--- config.mk ---
export PLATFORM = sky130hd
export DESIGN_NAME = turbo_deintlv_ctrl
export DESIGN_NICKNAME = d
export VERILOG_FILES = /design/src/rtl/turbo_deintlv_ctrl.sv
export SDC_FILE = /design/constraint.sdc
export NUM_CORES = 1
export LEC_CHECK = 0
export ABC_AREA = 0
export BUFFER_PORTS_ARGS = -buffer_cell sky130_fd_sc_hd__buf_2
export CORE_MARGIN = 2
export CORE_UTILIZATION = 50
export DETAILED_ROUTE_END_ITERATION = 12
export PLACE_DENSITY = 0.68
export SLEW_MARGIN = 25
export SYNTH_ARGS = -nofsm -noshare
export SYNTH_HDL_FRONTEND = slang
export SYNTH_SLANG_ARGS = --single-unit
export TNS_END_PERCENT = 20
--- constraint.sdc ---
create_clock -name clk -period 20.4 [get_ports clk]
set_clock_uncertainty 0.05 [all_clocks]
set_input_delay 2.04 -clock clk [delete_from_list [all_inputs] [get_ports clk]]
set_output_delay 2.04 -clock clk [all_outputs]
set_load 0.01 [all_outputs]
--- src/rtl/turbo_deintlv_ctrl.sv ---
// turbo_deintlv_ctrl: row-write / column-read block deinterleaver controller over an external symbol RAM
module turbo_deintlv_ctrl #(
  parameter int D_WIDTH = 2,
  parameter int A_WIDTH = 12
) (
  input  logic               clk,
  input  logic               rst,
  input  logic               start,
  input  logic [A_WIDTH-1:0] cfg_rows,
  input  logic [A_WIDTH-1:0] cfg_cols,
  input  logic               in_valid,
  input  logic [D_WIDTH-1:0] in_data,
  output logic               in_ready,
  output logic               ram_wen,
  output logic [A_WIDTH-1:0] ram_waddr,
  output logic [D_WIDTH-1:0] ram_wdata,
  output logic               ram_ren,
  output logic [A_WIDTH-1:0] ram_raddr,
  input  logic [D_WIDTH-1:0] ram_rdata,
  output logic               out_valid,
  output logic [D_WIDTH-1:0] out_data,
  output logic               out_last,
  output logic               busy,
  output logic               done,
  output logic               cfg_err
);
  localparam logic [1:0] IDLE = 2'd0, WRITE = 2'd1, READ = 2'd2, DRAIN = 2'd3;
  localparam logic [2*A_WIDTH-1:0] CAP = (2*A_WIDTH)'(1) << A_WIDTH;
  logic [1:0] st;
  logic [A_WIDTH-1:0] r_q, c_q, wcnt, row, col, raddr;
  logic [A_WIDTH:0] n_q;
  logic [2*A_WIDTH-1:0] prod;
  logic cfg_ok, w_last, row_end, r_last, rv;
  // config validation on the full-width product, and frame-end detection
  always_comb begin
    prod = {{A_WIDTH{1'b0}}, cfg_rows} * {{A_WIDTH{1'b0}}, cfg_cols};
    cfg_ok = cfg_rows != '0 && cfg_cols != '0 && prod <= CAP;
    w_last = {1'b0, wcnt} == n_q - 1'b1;
    row_end = row == r_q - 1'b1;
    r_last = row_end && col == c_q - 1'b1;
  end
  // RAM ports and stream outputs; addresses and data are forced to 0 when not enabled
  always_comb begin
    in_ready = st == WRITE;
    ram_wen = in_ready && in_valid;
    ram_waddr = ram_wen ? wcnt : '0;
    ram_wdata = ram_wen ? in_data : '0;
    ram_ren = st == READ;
    ram_raddr = ram_ren ? raddr : '0;
    out_valid = rv;
    out_data = rv ? ram_rdata : '0;
    out_last = st == DRAIN;
    done = st == DRAIN;
    busy = st != IDLE;
  end
  // frame FSM; the read address steps by C down a column and restarts at the next column index
  always_ff @(posedge clk) begin
    if (rst) begin
      st <= IDLE;
      r_q <= '0;
      c_q <= '0;
      n_q <= '0;
      wcnt <= '0;
      row <= '0;
      col <= '0;
      raddr <= '0;
      rv <= 1'b0;
      cfg_err <= 1'b0;
    end else begin
      cfg_err <= 1'b0;
      rv <= st == READ;
      case (st)
        IDLE: if (start) begin
          if (cfg_ok) begin
            r_q <= cfg_rows;
            c_q <= cfg_cols;
            n_q <= prod[A_WIDTH:0];
            wcnt <= '0;
            row <= '0;
            col <= '0;
            raddr <= '0;
            st <= WRITE;
          end else cfg_err <= 1'b1;
        end
        WRITE: if (in_valid) begin
          wcnt <= wcnt + 1'b1;
          if (w_last) st <= READ;
        end
        READ: begin
          if (r_last) st <= DRAIN;
          else if (row_end) begin
            row <= '0;
            col <= col + 1'b1;
            raddr <= col + 1'b1;
          end else begin
            row <= row + 1'b1;
            raddr <= raddr + c_q;
          end
        end
        DRAIN: st <= IDLE;
      endcase
    end
  end
endmodule
Word level (Yosys, flattened, before mapping)
Index checks and enable logic that the tools add are counted.

storage, ports and cells
  flip-flop bits (word level) = 89
  bits of input ports = 32

cells by class
  $add $sub $neg = 7
  multiply operators = 1
  $lt $le $gt $ge = 1
  equality and inequality tests = 13
  multiplexer cells = 24
  bitwise logic cells = 2
  reductions and logical operators = 16

operators with widths
  cell                     count
  $mux W12                 11
  $pmux W12 S2             4
  $add A12 B1 Y12 const B  3
  $eq A12 B12 Y1           2
  $le A24 B13 Y1 const B   1
  $mul A12 B12 Y24         1
  $reduce_bool A12 Y1      2
  $sub A12 B1 Y12 const B  2
  $mux W2                  7
  $eq A12 B13 Y1           1
  $sub A13 B1 Y13 const B  1
  $add A12 B12 Y12         1
  $reduce_and A5 Y1        2
  $ne A2 B2 Y1 const B     4
  $pmux W2 S4              1
  $reduce_and A4 Y1        2
  $ne A2 B1 Y1 const B     3
  $reduce_bool A2 Y1       3
  $eq A2 B2 Y1 const B     2
  $logic_and A1 B1 Y1      4
  $reduce_and A3 Y1        1
  $reduce_or A3 Y1         1
  $eq A2 B1 Y1 const B     1
  $logic_not A2 Y1         1
  2 further kinds          3

Longest topological paths before layout
Gate-level depths: netlist (run 1).

  depth after elaboration = 6
  gate-level depth with buffers = 25
  gate-level depth less buffers = 21

Worst setup path before layout (run 1)
Ideal clock, no wire load.

  path kind = input to register
  start = input port cfg_cols[5]
  end = register wcnt[4]
  data arrival time = 7.928 ns
  data required time = 20.279 ns
  setup slack = 12.351 ns
  stages on the path = 22
  buffers on the path = 3
  cell sequence = clkbuf_1 nand2_1 fa_1 inv_1 fa_1 inv_1 fa_1 fa_1 fa_1 inv_1 ha_1 buf_2 a21oi_2 o21ai_1 a211o_1 o21a_1 a2111o_1 nor4_4 a41oi_2 buf_6 or4_1 a21oi_1

on the way
  word-level cells in the longest chain between the ends = 5

ends and longest elaborated chain
  what                                                     RTL line  source
  start: declaration                                       10        input logic [A_WIDTH-1:0] cfg_cols,
  $mul A12 B12 Y24 or $reduce_bool A12 Y1 (tied branches)  36, 37
  $le A24 B13 Y1 or $logic_and A1 B1 Y1 (tied branches)    37        cfg_ok = cfg_rows != '0 && cfg_cols != '0 && prod <= CAP;
  $logic_and A1 B1 Y1 *                                    37
  $ne A2 B2 Y1 (no line) *                                 --
  $reduce_and A4 Y1 (no line) *                            --
  end signal: assignment                                   86        wcnt <= wcnt + 1'b1;
  end: declaration                                         30        logic [A_WIDTH-1:0] r_q, c_q, wcnt, row, col, raddr;

Mark *: on every way between the ends. The rest lies on a longest branch, timed or not.
A chain may end at the register's enable or synchronous reset.

Worst setup path after layout (run 1)
  start = input port cfg_cols[3]
  end = register row[7]

on the way
  word-level cells in the longest chain between the ends = 5

ends and longest elaborated chain
  what                                                     RTL line  source
  $mul A12 B12 Y24 or $reduce_bool A12 Y1 (tied branches)  36, 37
  $le A24 B13 Y1 or $logic_and A1 B1 Y1 (tied branches)    37
  $logic_and A1 B1 Y1 *                                    37
  $ne A2 B2 Y1 (no line) *                                 --
  $reduce_and A4 Y1 (no line) *                            --
  end signal: assignment                                   96        row <= row + 1'b1;
  end: declaration                                         30

Marks and branches as above.

==> flow_metrics.tcl, run 1 <==
set metrics [dict create \
    grt_antenna_before_repair 0 \
    final_cell_mix "171 x sky130_fd_sc_hd__inv_1, 166 x sky130_fd_sc_hd__nand2_1, 101 x sky130_fd_sc_hd__fa_1, 89 x sky130_fd_sc_hd__dfxtp_1" \
    report.final.hold_viol_count 0 \
    wl_mm 29.5 \
    fp.dieArea_mm2 0.0237 \
    power_frac_clock 0.129 \
    adder_cell_share_of_the_synthesized_area 0.273 \
    rows 54 \
    cts_tree "built" \
    sequentialPowerShare 0.127 \
    instances_no_fill 1702 \
    path_delay_family "adder cells" \
    core_mm2 0.0220 \
    grt_setup_unrepaired "no" \
    p_comb_frac 0.744 \
    type_of_the_worst_min_delay_path "flop to flop" \
    timing.rr.end "row[7]$_SDFFE_PP0P_" \
    ant_nets 0 \
    final-seq-area_mm2 0.00178 \
    synth.cell_area_mm2 0.0113 \
    cell_depth_of_the_worst_hold_path 2 \
    worstSetupStartpointType "input pin" \
    tritonroute_pass_1_iters 5 \
    gpl.final_weighted_congestion 0.906 \
    numCtsBuffers 9 \
    yosysWarnings 0 \
    critical_path_cell_count 21 \
    post_synth_mux_area_share 0.0411 \
    switching_share 0.519 \
    multi_input_gate_area_in_the_final_layout_mm2 0.00851 \
    die_w_um 154 \
    clkLatencyLatePin_ns 0.36 \
    via_per_inst 5.90 \
    num_antenna_cells 0 \
    drcViolationCount 0 \
    critical_path.reg2reg.startpoint "c_q[1]$_SDFFE_PP0P_" \
    run_status "complete, no violations" \
    power_report.internal_total_mw 0.670 \
    synth-edff-count 0 \
    final-setup-viol-count 0 \
    fmax_mhz 117 \
    synth_seq_area_share 0.158 \
    synth-compound-area-share 0.151 \
    finish.net_count 1634 \
    clock_sink_count 89 \
    worst-endpoint-arrival_ns 8.68 \
    grt_first_pass_wirelength_mm 49.5 \
    synth_simple_gate_area_share 0.238 \
    htreeDepth 3 \
    top_level_ports 68 \
    topmost_layer_with_routed_signal_wires "met4" \
    critPathKind "input pin to flop" \
    clockRootBuffer "sky130_fd_sc_hd__clkbuf_16" \
    critical-path-slowest-cell "sky130_fd_sc_hd__nor2_1" \
    total_setup_buffers_inserted_after_cts 0 \
    timing.final.max_slew_violations 0 \
    routed-wl-met2_mm 13.4 \
    synthesis.area_per_instance_um2 7.96 \
    net-switching-power_mw 0.724 \
    synth-async-reset-ratio 0 \
    maxCapViolations 0 \
    synth.lib_cells_used.distinct 81 \
    path_max_fanout 50 \
    power.density_cell_area_mw_per_mm2 116 \
    hpwlAfterDp_mm 22.2 \
    synth.ff_latch_count 89 \
    detailed_route_wire_length_per_cell_um 17.4 \
    crit_path_frequent_cell "sky130_fd_sc_hd__fa_1" \
    path_clk_slew_ns 0.08 \
    peakVddDrop_mv 0.105 \
    min_period_ns 8.52 \
    critPathCapture "row[7]$_SDFFE_PP0P_" \
    holdBufCountCts 0 \
    initial_standard_cell_utilization_of_the_core 0.513 \
    fp.dieH_um 154 \
    post_route_cells_drive_above_1_share 0.0816 \
    crit_chain "buf_2, nand2_1, fa_1, inv_1, fa_1, inv_1, fa_1, fa_1, fa_1, inv_1, ha_1, a21oi_1, o21ai_0, a21oi_1, and3_1, a2111o_1, nor4_4, a41oi_4, buf_4, nor2_1, o311ai_0" \
    cp-end-kind "flop" \
    cts-root-to-sink-buffers 2 \
    finish.utilization 0.545 \
    grt.overflow.total 0 \
    synth_xor_area_frac 0.0526 \
    layout-area-overhead-vs-synth_pct 6.38 \
    ys_dominant_reg_cell "sky130_fd_sc_hd__dfxtp_1" \
    number_of_placed_cells_counting_well_taps 1686 \
    max_slew_margin 0.418 \
    layout_worst_path_cycle_share 0.418 \
    crit_path_max_incr_delay_ns 0.62 \
    io_buffers 67 \
    m1WireLength_mm 13.9 \
    number_of_global_route_vias_before_repair 9702 \
    rrSetupSlack_ns 16.41 \
    synth_top_family_by_area "adder cells" \
    timing.critical_path.from "cfg_cols[3]" \
    drtIter0Drc 563 \
    required_ns 20.56 \
    power_total_mw 1.39 \
    cts_resized 0 \
    syn_nets 1632 \
    finalSetupTns_ns 0 \
    total_leakage_power_nw 5.63 \
    vias 10000 \
    worst_pin_slew_ns 0.874 \
    worst-r2r-cell-count 11 \
    filler_cell_count 2081 \
    timing.critical_path.buf_inv 5 \
    grt_max_degree 60 \
    met3RoutedLength_mm 1.88 \
    synthCells 1415 \
    commonest_non_fill_non_tap_cell_in_the_layout "sky130_fd_sc_hd__inv_1" \
    groute.usage.overall 0.256 \
]
[sequential cells by signal (all words and copies together) (netlist names)]
register	cells
n_q	13
c_q	12
col	12
r_q	12
raddr	12
row	12
wcnt	12
st	2
cfg_err	1
out_valid	1
[cell usage after synthesis (5+ instances only)]
| cell | n | area [µm²] |
|---|---|---|
| sky130_fd_sc_hd__buf_2 | 13 | 65.1 |
| sky130_fd_sc_hd__nor2_1 | 84 | 315 |
| sky130_fd_sc_hd__dfxtp_1 | 89 | 1780 |
| sky130_fd_sc_hd__a21oi_1 | 69 | 345 |
| sky130_fd_sc_hd__and3_1 | 26 | 163 |
| sky130_fd_sc_hd__nand4b_1 | 6 | 52.6 |
| sky130_fd_sc_hd__nand3_1 | 34 | 170 |
| sky130_fd_sc_hd__o21a_1 | 6 | 45.0 |
| sky130_fd_sc_hd__xnor2_1 | 37 | 324 |
| sky130_fd_sc_hd__and2_1 | 57 | 357 |
| sky130_fd_sc_hd__o21ai_0 | 51 | 255 |
| sky130_fd_sc_hd__inv_1 | 171 | 642 |
| sky130_fd_sc_hd__a21o_1 | 6 | 45.0 |
| sky130_fd_sc_hd__or4_1 | 17 | 128 |
| sky130_fd_sc_hd__nand4_1 | 34 | 213 |
| sky130_fd_sc_hd__or3_1 | 8 | 50.1 |
| sky130_fd_sc_hd__o311ai_0 | 9 | 78.8 |
| sky130_fd_sc_hd__nand2b_1 | 8 | 50.1 |
| sky130_fd_sc_hd__a211oi_1 | 5 | 37.5 |
| sky130_fd_sc_hd__nor4_1 | 19 | 119 |
| sky130_fd_sc_hd__nand2_1 | 166 | 623 |
| sky130_fd_sc_hd__clkbuf_1 | 66 | 248 |
| sky130_fd_sc_hd__o31ai_1 | 12 | 90.1 |
| sky130_fd_sc_hd__nor2b_1 | 7 | 43.8 |
| sky130_fd_sc_hd__a31oi_1 | 7 | 43.8 |
| sky130_fd_sc_hd__fa_1 | 101 | 2020 |
| sky130_fd_sc_hd__a211o_1 | 5 | 43.8 |
| sky130_fd_sc_hd__mux2i_1 | 44 | 440 |
| sky130_fd_sc_hd__nor3_1 | 26 | 130 |
| sky130_fd_sc_hd__xor2_1 | 28 | 245 |
| sky130_fd_sc_hd__ha_1 | 84 | 1050 |
| sky130_fd_sc_hd__o2111ai_1 | 5 | 43.8 |
| sky130_fd_sc_hd__o211ai_1 | 17 | 128 |
| sky130_fd_sc_hd__or2_2 | 6 | 37.5 |
[routing by layer]
metal  global-route usage  up-vias
li1                     -     4844
met1                0.359     4821
met2                0.415      337
met3               0.0406       34
met4               0.0623        0
met5                    0        -
[worst register-to-register path, delay by kind of cell, from the launching register on]
kind / cells / cell delay [ns]
buffers and inverters: 1 / 0.10
adder cells (fa/ha/maj): 1 / 0.27
AO/OA/AOI/OAI: 6 / 1.77
AND/OR/NAND/NOR: 3 / 1.28
flip-flops: 1 / 0.42
[metrics by stage]
stage          worst slack [ns]  instance area (µm²)  hold slack (ns)
2_1_floorplan             12.35                11300            0.398
3_3_place_gp              11.52                11700            0.420
3_5_place_dp              11.48                11700            0.439
4_1_cts                   11.86                12000            0.449
5_1_grt                   11.38                12000            0.478
6_report                  11.88                12000            0.451
[worst min path at each step]
stage                           start                     end  slack (ns)
3_3_place_gp    raddr[8]$_SDFFE_PP0P_   raddr[8]$_SDFFE_PP0P_        0.42
5_1_grt         raddr[6]$_SDFFE_PP0P_   raddr[6]$_SDFFE_PP0P_        0.48
2_1_floorplan  raddr[10]$_SDFFE_PP0P_  raddr[10]$_SDFFE_PP0P_        0.40
4_1_cts           n_q[6]$_SDFFE_PP0P_     n_q[6]$_SDFFE_PP0P_        0.45
6_report        raddr[0]$_SDFFE_PP0P_   raddr[0]$_SDFFE_PP0P_        0.45
3_5_place_dp    raddr[5]$_SDFFE_PP0P_   raddr[5]$_SDFFE_PP0P_        0.44
[final cells by class]
type,instances,share of cell area
timing repair buffer,73,0.0318
sequential,89,0.149
clock inverter,6,0.00606
clock buffer,10,0.0200
inverter,171,0.0536
tap,280,0.0293
multi-input combinational,1073,0.711
[cell families after synthesis]
family,count (synthesis)
XOR/XNOR,66
AND/OR/NAND/NOR,523
AO/OA/AOI/OAI,253
adder cells (fa/ha/maj),185
flip-flops,89
buffers and inverters,253
multiplexers,46
[power groups by stage]
| stage | Combinational, mW | Clock, mW | Sequential [mW] |
|---|---|---|---|
| finish | 1.04 | 0.179 | 0.177 |
| global route | 1.17 | 0.189 | 0.178 |
| global placement | 1.02 | 0 | 0.181 |
| detailed placement | 1.02 | 0 | 0.181 |
| CTS | 1.03 | 0.182 | 0.177 |
| floorplan | 0.814 | 0 | 0.181 |
Note: power is estimated with default switching activity, not from simulation.
==> run 2: changes to the inputs <==
Clock period 20.4 ns to 8.1 ns, I/O delays scaled along.
==> flow_metrics.tcl, run 2 (synthesis results as in run 1) <==
set metrics [dict create \
    run_status "complete, no violations" \
    cp-end-kind "flop" \
    groute.usage.overall 0.256 \
    path_clk_slew_ns 0.07 \
    die_w_um 154 \
    worst-r2r-cell-count 11 \
    worst-endpoint-arrival_ns 7.17 \
    maxCapViolations 0 \
    critPathCapture "wcnt[4]$_SDFFE_PP0P_" \
    core_mm2 0.0220 \
    drtIter0Drc 666 \
    ant_nets 0 \
    clkLatencyLatePin_ns 0.36 \
    finalSetupTns_ns 0 \
    top_level_ports 68 \
    timing.critical_path.from "cfg_cols[5]" \
    filler_cell_count 2115 \
    holdBufCountCts 0 \
    peakVddDrop_mv 0.209 \
    post_route_cells_drive_above_1_share 0.0828 \
    rrSetupSlack_ns 3.99 \
    largest_register_ff_count 13 \
    vias 10000 \
    rows 54 \
    cts-root-to-sink-buffers 2 \
    type_of_the_worst_min_delay_path "flop to flop" \
    cts_resized 0 \
    fmax_mhz 144 \
    fp.dieH_um 154 \
    grt_max_degree 73 \
    max_slew_margin 0.425 \
    initial_standard_cell_utilization_of_the_core 0.513 \
    num_antenna_cells 0 \
    htreeDepth 3 \
    final-setup-viol-count 0 \
    report.final.hold_viol_count 0 \
    wl_mm 29.4 \
    timing.rr.end "row[2]$_SDFFE_PP0P_" \
    grt_antenna_before_repair 0 \
    final_cell_mix "171 x sky130_fd_sc_hd__inv_1, 166 x sky130_fd_sc_hd__nand2_1, 101 x sky130_fd_sc_hd__fa_1, 89 x sky130_fd_sc_hd__dfxtp_1" \
    clock_sink_count 89 \
    hpwlAfterDp_mm 22.2 \
    detailed_route_wire_length_per_cell_um 17.3 \
    total_setup_buffers_inserted_after_cts 0 \
    grt_setup_unrepaired "no" \
    total_leakage_power_nw 5.64 \
    layout-area-overhead-vs-synth_pct 6.55 \
    path_max_fanout 28 \
    timing.final.max_slew_violations 0 \
    required_ns 8.32 \
    tritonroute_pass_1_iters 5 \
    via_per_inst 5.88 \
    layout_worst_path_cycle_share 0.858 \
    largest_register "n_q" \
    numCtsBuffers 9 \
    power.density_cell_area_mw_per_mm2 292 \
    commonest_non_fill_non_tap_cell_in_the_layout "sky130_fd_sc_hd__inv_1" \
    finish.net_count 1637 \
    number_of_global_route_vias_before_repair 9891 \
    cts_tree "built" \
    grt_first_pass_wirelength_mm 50.0 \
    fp.dieArea_mm2 0.0237 \
    number_of_placed_cells_counting_well_taps 1689 \
    clockRootBuffer "sky130_fd_sc_hd__clkbuf_16" \
    instances_no_fill 1705 \
    critPathKind "input pin to flop" \
    min_period_ns 6.95 \
    io_buffers 67 \
    worst_pin_slew_ns 0.841 \
    critical_path.reg2reg.startpoint "c_q[1]$_SDFFE_PP0P_" \
    worstSetupStartpointType "input pin" \
    grt.overflow.total 0 \
    drcViolationCount 0 \
    gpl.final_weighted_congestion 0.898 \
]
## run 2: cell count changes in the layout (fill, tap and decap cells not counted), sizes merged
cell      previous run  this run
buf                 73        76
clkinvlp             1         2
clkinv               1         0
## run 2: stage by stage
step | hold slack (ns) | cell area, µm² | setup slack (ns) | utilization | power (mW)
global route | 0.464 | 12000 | 0.745 | 0.546 | 3.86
detailed placement | 0.424 | 11700 | 0.802 | 0.532 | 3.03
CTS | 0.435 | 12000 | 1.14 | 0.546 | 3.49
global placement | 0.423 | 11700 | 0.810 | 0.532 | 3.03
floorplan | 0.398 | 11300 | 1.28 | - | 2.51
finish | 0.431 | 12000 | 1.15 | 0.546 | 3.50
## run 2: how the worst min path moves through the flow
stage                           startpoint  cells after the start  slack, ns                endpoint
floorplan           raddr[10]$_SDFFE_PP0P_                      2       0.40  raddr[10]$_SDFFE_PP0P_
global placement     raddr[9]$_SDFFE_PP0P_                      2       0.42   raddr[9]$_SDFFE_PP0P_
detailed placement  raddr[10]$_SDFFE_PP0P_                      2       0.42  raddr[10]$_SDFFE_PP0P_
CTS                 raddr[10]$_SDFFE_PP0P_                      2       0.43  raddr[10]$_SDFFE_PP0P_
global route           n_q[6]$_SDFFE_PP0P_                      2       0.46     n_q[6]$_SDFFE_PP0P_
finish              raddr[10]$_SDFFE_PP0P_                      2       0.43  raddr[10]$_SDFFE_PP0P_
## run 2: per-layer routing
layer	up-vias	part of all wire	track usage	wire, µm
met5	-	0	0	0
met1	4845	0.48	0.361	14000
met2	277	0.46	0.423	13500
met4	0	0.015	0.0628	440
met3	31	0.050	0.0265	1470
li1	4865	-	-	-
## run 2: final cells by class
type | instances | area [µm²] | area share
multi-input combinational | 1073 | 8520 | 0.710
sequential | 89 | 1780 | 0.149
inverter | 171 | 642 | 0.0535
timing repair buffer | 76 | 403 | 0.0336
tap | 280 | 350 | 0.0292
clock buffer | 10 | 229 | 0.0191
clock inverter | 6 | 73.8 | 0.00615
## run 2: power by group
part	switching [mW]	total [mW]	internal [mW]	leakage, nW
sequential	0.00579	0.447	0.441	0.717
clock	0.199	0.443	0.244	0.142
combinational	1.61	2.61	0.993	4.78
## run 2: worst max-delay path, stage by stage
cell and delay, ns:
sky130_fd_sc_hd__buf_2 0.27, sky130_fd_sc_hd__nand2_1 0.14, sky130_fd_sc_hd__fa_1 0.55, sky130_fd_sc_hd__inv_1 0.05, sky130_fd_sc_hd__fa_1 0.52, sky130_fd_sc_hd__fa_1 0.45, sky130_fd_sc_hd__fa_1 0.55, sky130_fd_sc_hd__inv_1 0.06
sky130_fd_sc_hd__fa_1 0.52, sky130_fd_sc_hd__inv_1 0.04, sky130_fd_sc_hd__ha_1 0.42, sky130_fd_sc_hd__and4_1 0.29, sky130_fd_sc_hd__nand4_1 0.13, sky130_fd_sc_hd__a211oi_2 0.36, sky130_fd_sc_hd__nor2_1 0.11, sky130_fd_sc_hd__a2111o_1 0.46
sky130_fd_sc_hd__nor4_4 0.32, sky130_fd_sc_hd__a41oi_4 0.19, sky130_fd_sc_hd__buf_4 0.26, sky130_fd_sc_hd__or4_1 0.52, sky130_fd_sc_hd__a21oi_1 0.15
==> run 3: changes to the inputs <==
Clock period 8.1 ns to 7.27 ns, I/O delays scaled along.
==> flow_metrics.tcl, run 3 (synthesis results as in run 1) <==
set metrics [dict create \
    run_status "complete, no violations" \
    hold-worst-slack_ns 0.443 \
    ant_nets 0 \
    grt.overflow.total 0 \
    power.density_cell_area_mw_per_mm2 332 \
    grt_max_degree 77 \
    layout-area-overhead-vs-synth_pct 8.09 \
    hpwlAfterDp_mm 23.6 \
    cts_tree "built" \
    fp.dieArea_mm2 0.0237 \
    num_antenna_cells 0 \
    switching_share 0.509 \
    holdBufCountCts 0 \
    power_report.internal_total_mw 1.99 \
    io_buffers 67 \
    p_comb_frac 0.748 \
    grt_antenna_before_repair 0 \
    path_clk_slew_ns 0.07 \
    htreeDepth 3 \
    fmax_mhz 146 \
    gpl.final_weighted_congestion 0.915 \
    worst-endpoint-arrival_ns 7.03 \
    final-setup-viol-count 0 \
    cp-end-kind "flop" \
    largest_register_ff_count 13 \
    worst_min_delay_path_endpoint "raddr[10]$_SDFFE_PP0P_" \
    vias 10200 \
    number_of_placed_cells_counting_well_taps 1708 \
    cts-root-to-sink-buffers 2 \
    max_slew_margin 0.409 \
    wl_mm 30.6 \
    post_route_cells_drive_above_1_share 0.0949 \
    core_mm2 0.0220 \
    crit_path_frequent_cell "sky130_fd_sc_hd__fa_1" \
    sequentialPowerShare 0.123 \
    final-seq-area_mm2 0.00178 \
    required_ns 7.45 \
    critical-path-slowest-cell "sky130_fd_sc_hd__fa_1" \
    finish.net_count 1656 \
    crit_path_max_incr_delay_ns 0.54 \
    worst_pin_slew_ns 0.886 \
    rrSetupSlack_ns 2.95 \
    final_cell_mix "171 x sky130_fd_sc_hd__inv_1, 166 x sky130_fd_sc_hd__nand2_1, 101 x sky130_fd_sc_hd__fa_1, 89 x sky130_fd_sc_hd__dfxtp_1" \
    die_w_um 154 \
    total_setup_buffers_inserted_after_cts 0 \
    drtIter0Drc 733 \
    timing.final.max_slew_violations 0 \
    critPathKind "input pin to flop" \
    cts_resized 0 \
    instances_no_fill 1724 \
    crit_chain "buf_2, and2_1, fa_1, fa_1, fa_1, fa_1, inv_1, fa_1, inv_1, ha_1, and4_1, nand4_1, a211oi_2, nor2_1, a2111o_1, nor4_4, a41oi_4, nor2_1, buf_4, o21ai_0" \
    worstSetupStartpointType "input pin" \
    finish.utilization 0.554 \
    timing.rr.end "raddr[11]$_SDFFE_PP0P_" \
    grt_first_pass_wirelength_mm 50.4 \
    detailed_place.area_mm2 0.0118 \
    detailed_route_wire_length_per_cell_um 17.8 \
    numCtsBuffers 9 \
    rows 54 \
    finalSetupTns_ns 0 \
    report.final.hold_viol_count 0 \
    clkLatencyLatePin_ns 0.36 \
    filler_cell_count 2087 \
    post-place-ws_ns 0.112 \
    total_leakage_power_nw 5.76 \
    worst-r2r-cell-count 12 \
    largest_register "n_q" \
    clockRootBuffer "sky130_fd_sc_hd__clkbuf_16" \
    commonest_non_fill_non_tap_cell_in_the_layout "sky130_fd_sc_hd__inv_1" \
    power_total_mw 4.04 \
    critical_path.reg2reg.startpoint "c_q[1]$_SDFFE_PP0P_" \
    net-switching-power_mw 2.06 \
    cell_depth_of_the_worst_hold_path 2 \
    finalInstanceArea_mm2 0.0122 \
    drcViolationCount 0 \
    tritonroute_pass_1_iters 7 \
    hp-start "raddr[10]$_SDFFE_PP0P_" \
    type_of_the_worst_min_delay_path "flop to flop" \
    multi_input_gate_area_in_the_final_layout_mm2 0.00851 \
    number_of_global_route_vias_before_repair 9732 \
    groute.usage.overall 0.263 \
    initial_standard_cell_utilization_of_the_core 0.513 \
    timing.critical_path.buf_inv 4 \
    power_frac_clock 0.129 \
    fp.dieH_um 154 \
    grt_setup_unrepaired "no" \
    clock_sink_count 89 \
    final.setup.worst_slack_ns 0.421 \
    peakVddDrop_mv 0.261 \
    path_max_fanout 14 \
    top_level_ports 68 \
    path_delay_family "adder cells" \
    min_period_ns 6.85 \
    layout_worst_path_cycle_share 0.942 \
    maxCapViolations 0 \
    via_per_inst 5.93 \
]
-- run 3: changes by cell type in the layout (fill, tap and decap cells not counted) --
cell                         previous run  this run
sky130_fd_sc_hd__buf_4                  9        27
sky130_fd_sc_hd__clkinv_4               0         2
sky130_fd_sc_hd__clkinvlp_4             2         0
sky130_fd_sc_hd__a31oi_1                6         7
sky130_fd_sc_hd__a31oi_2                1         0
sky130_fd_sc_hd__buf_12                 0         1
sky130_fd_sc_hd__bufinv_16              1         2
sky130_fd_sc_hd__clkbuf_1               1         0
sky130_fd_sc_hd__clkinv_2               0         1
sky130_fd_sc_hd__inv_6                  2         1
-- run 3: cell type report --
cell class                      instances  share of cell area
Clock inverter                          7             0.00843
Sequential cell                        89               0.146
Multi-Input combinational cell       1073               0.699
Timing Repair Buffer                   95              0.0459
Inverter                              171              0.0527
Clock buffer                            9              0.0185
Tap cell                              280              0.0288
-- run 3: how the worst max path moves through the flow --
stage	from	to	slack, ns	cells after the start
6_report	cfg_cols[10]	raddr[11]$_SDFFE_PP0P_	0.42	20
5_1_grt	cfg_rows[8]	wcnt[7]$_SDFFE_PP0P_	0.1	21
4_1_cts	cfg_rows[3]	wcnt[5]$_SDFFE_PP0P_	0.44	20
3_5_place_dp	cfg_rows[4]	wcnt[5]$_SDFFE_PP0P_	0.11	20
3_3_place_gp	cfg_rows[4]	wcnt[6]$_SDFFE_PP0P_	0.24	20
2_1_floorplan	cfg_cols[5]	wcnt[4]$_SDFFE_PP0P_	0.53	22
-- run 3: worst register-to-register path, stage by stage, from the launching register on --
cell and delay (ns):
sky130_fd_sc_hd__dfxtp_1 0.44, sky130_fd_sc_hd__inv_1 0.10, sky130_fd_sc_hd__ha_1 0.31, sky130_fd_sc_hd__or4b_1 0.61, sky130_fd_sc_hd__nor4_2 0.23, sky130_fd_sc_hd__xnor2_1 0.10, sky130_fd_sc_hd__nor4b_1 0.42, sky130_fd_sc_hd__o2111ai_1 0.37
sky130_fd_sc_hd__or2_1 0.37, sky130_fd_sc_hd__o21ai_2 0.51, sky130_fd_sc_hd__nor2_1 0.31, sky130_fd_sc_hd__buf_4 0.24, sky130_fd_sc_hd__o21ai_0 0.18
-- run 3: per-layer routing --
layer | share of wire | vias to the layer above | wire length (µm) | track usage
met5 | 0 | - | 0 | 0
met4 | 0.016 | 0 | 475 | 0.0628
met3 | 0.056 | 43 | 1710 | 0.0366
met2 | 0.45 | 332 | 13900 | 0.424
met1 | 0.47 | 4949 | 14500 | 0.373
li1 | - | 4900 | - | -
-- run 3: power groups by stage --
stage	Combinational, mW	Sequential, mW	Clock, mW
after global routing	3.39	0.499	0.544
after global placement	2.95	0.510	0
final	3.02	0.499	0.521
after detailed placement	2.98	0.510	0
after floorplan	2.28	0.507	0
after CTS	3.00	0.499	0.528
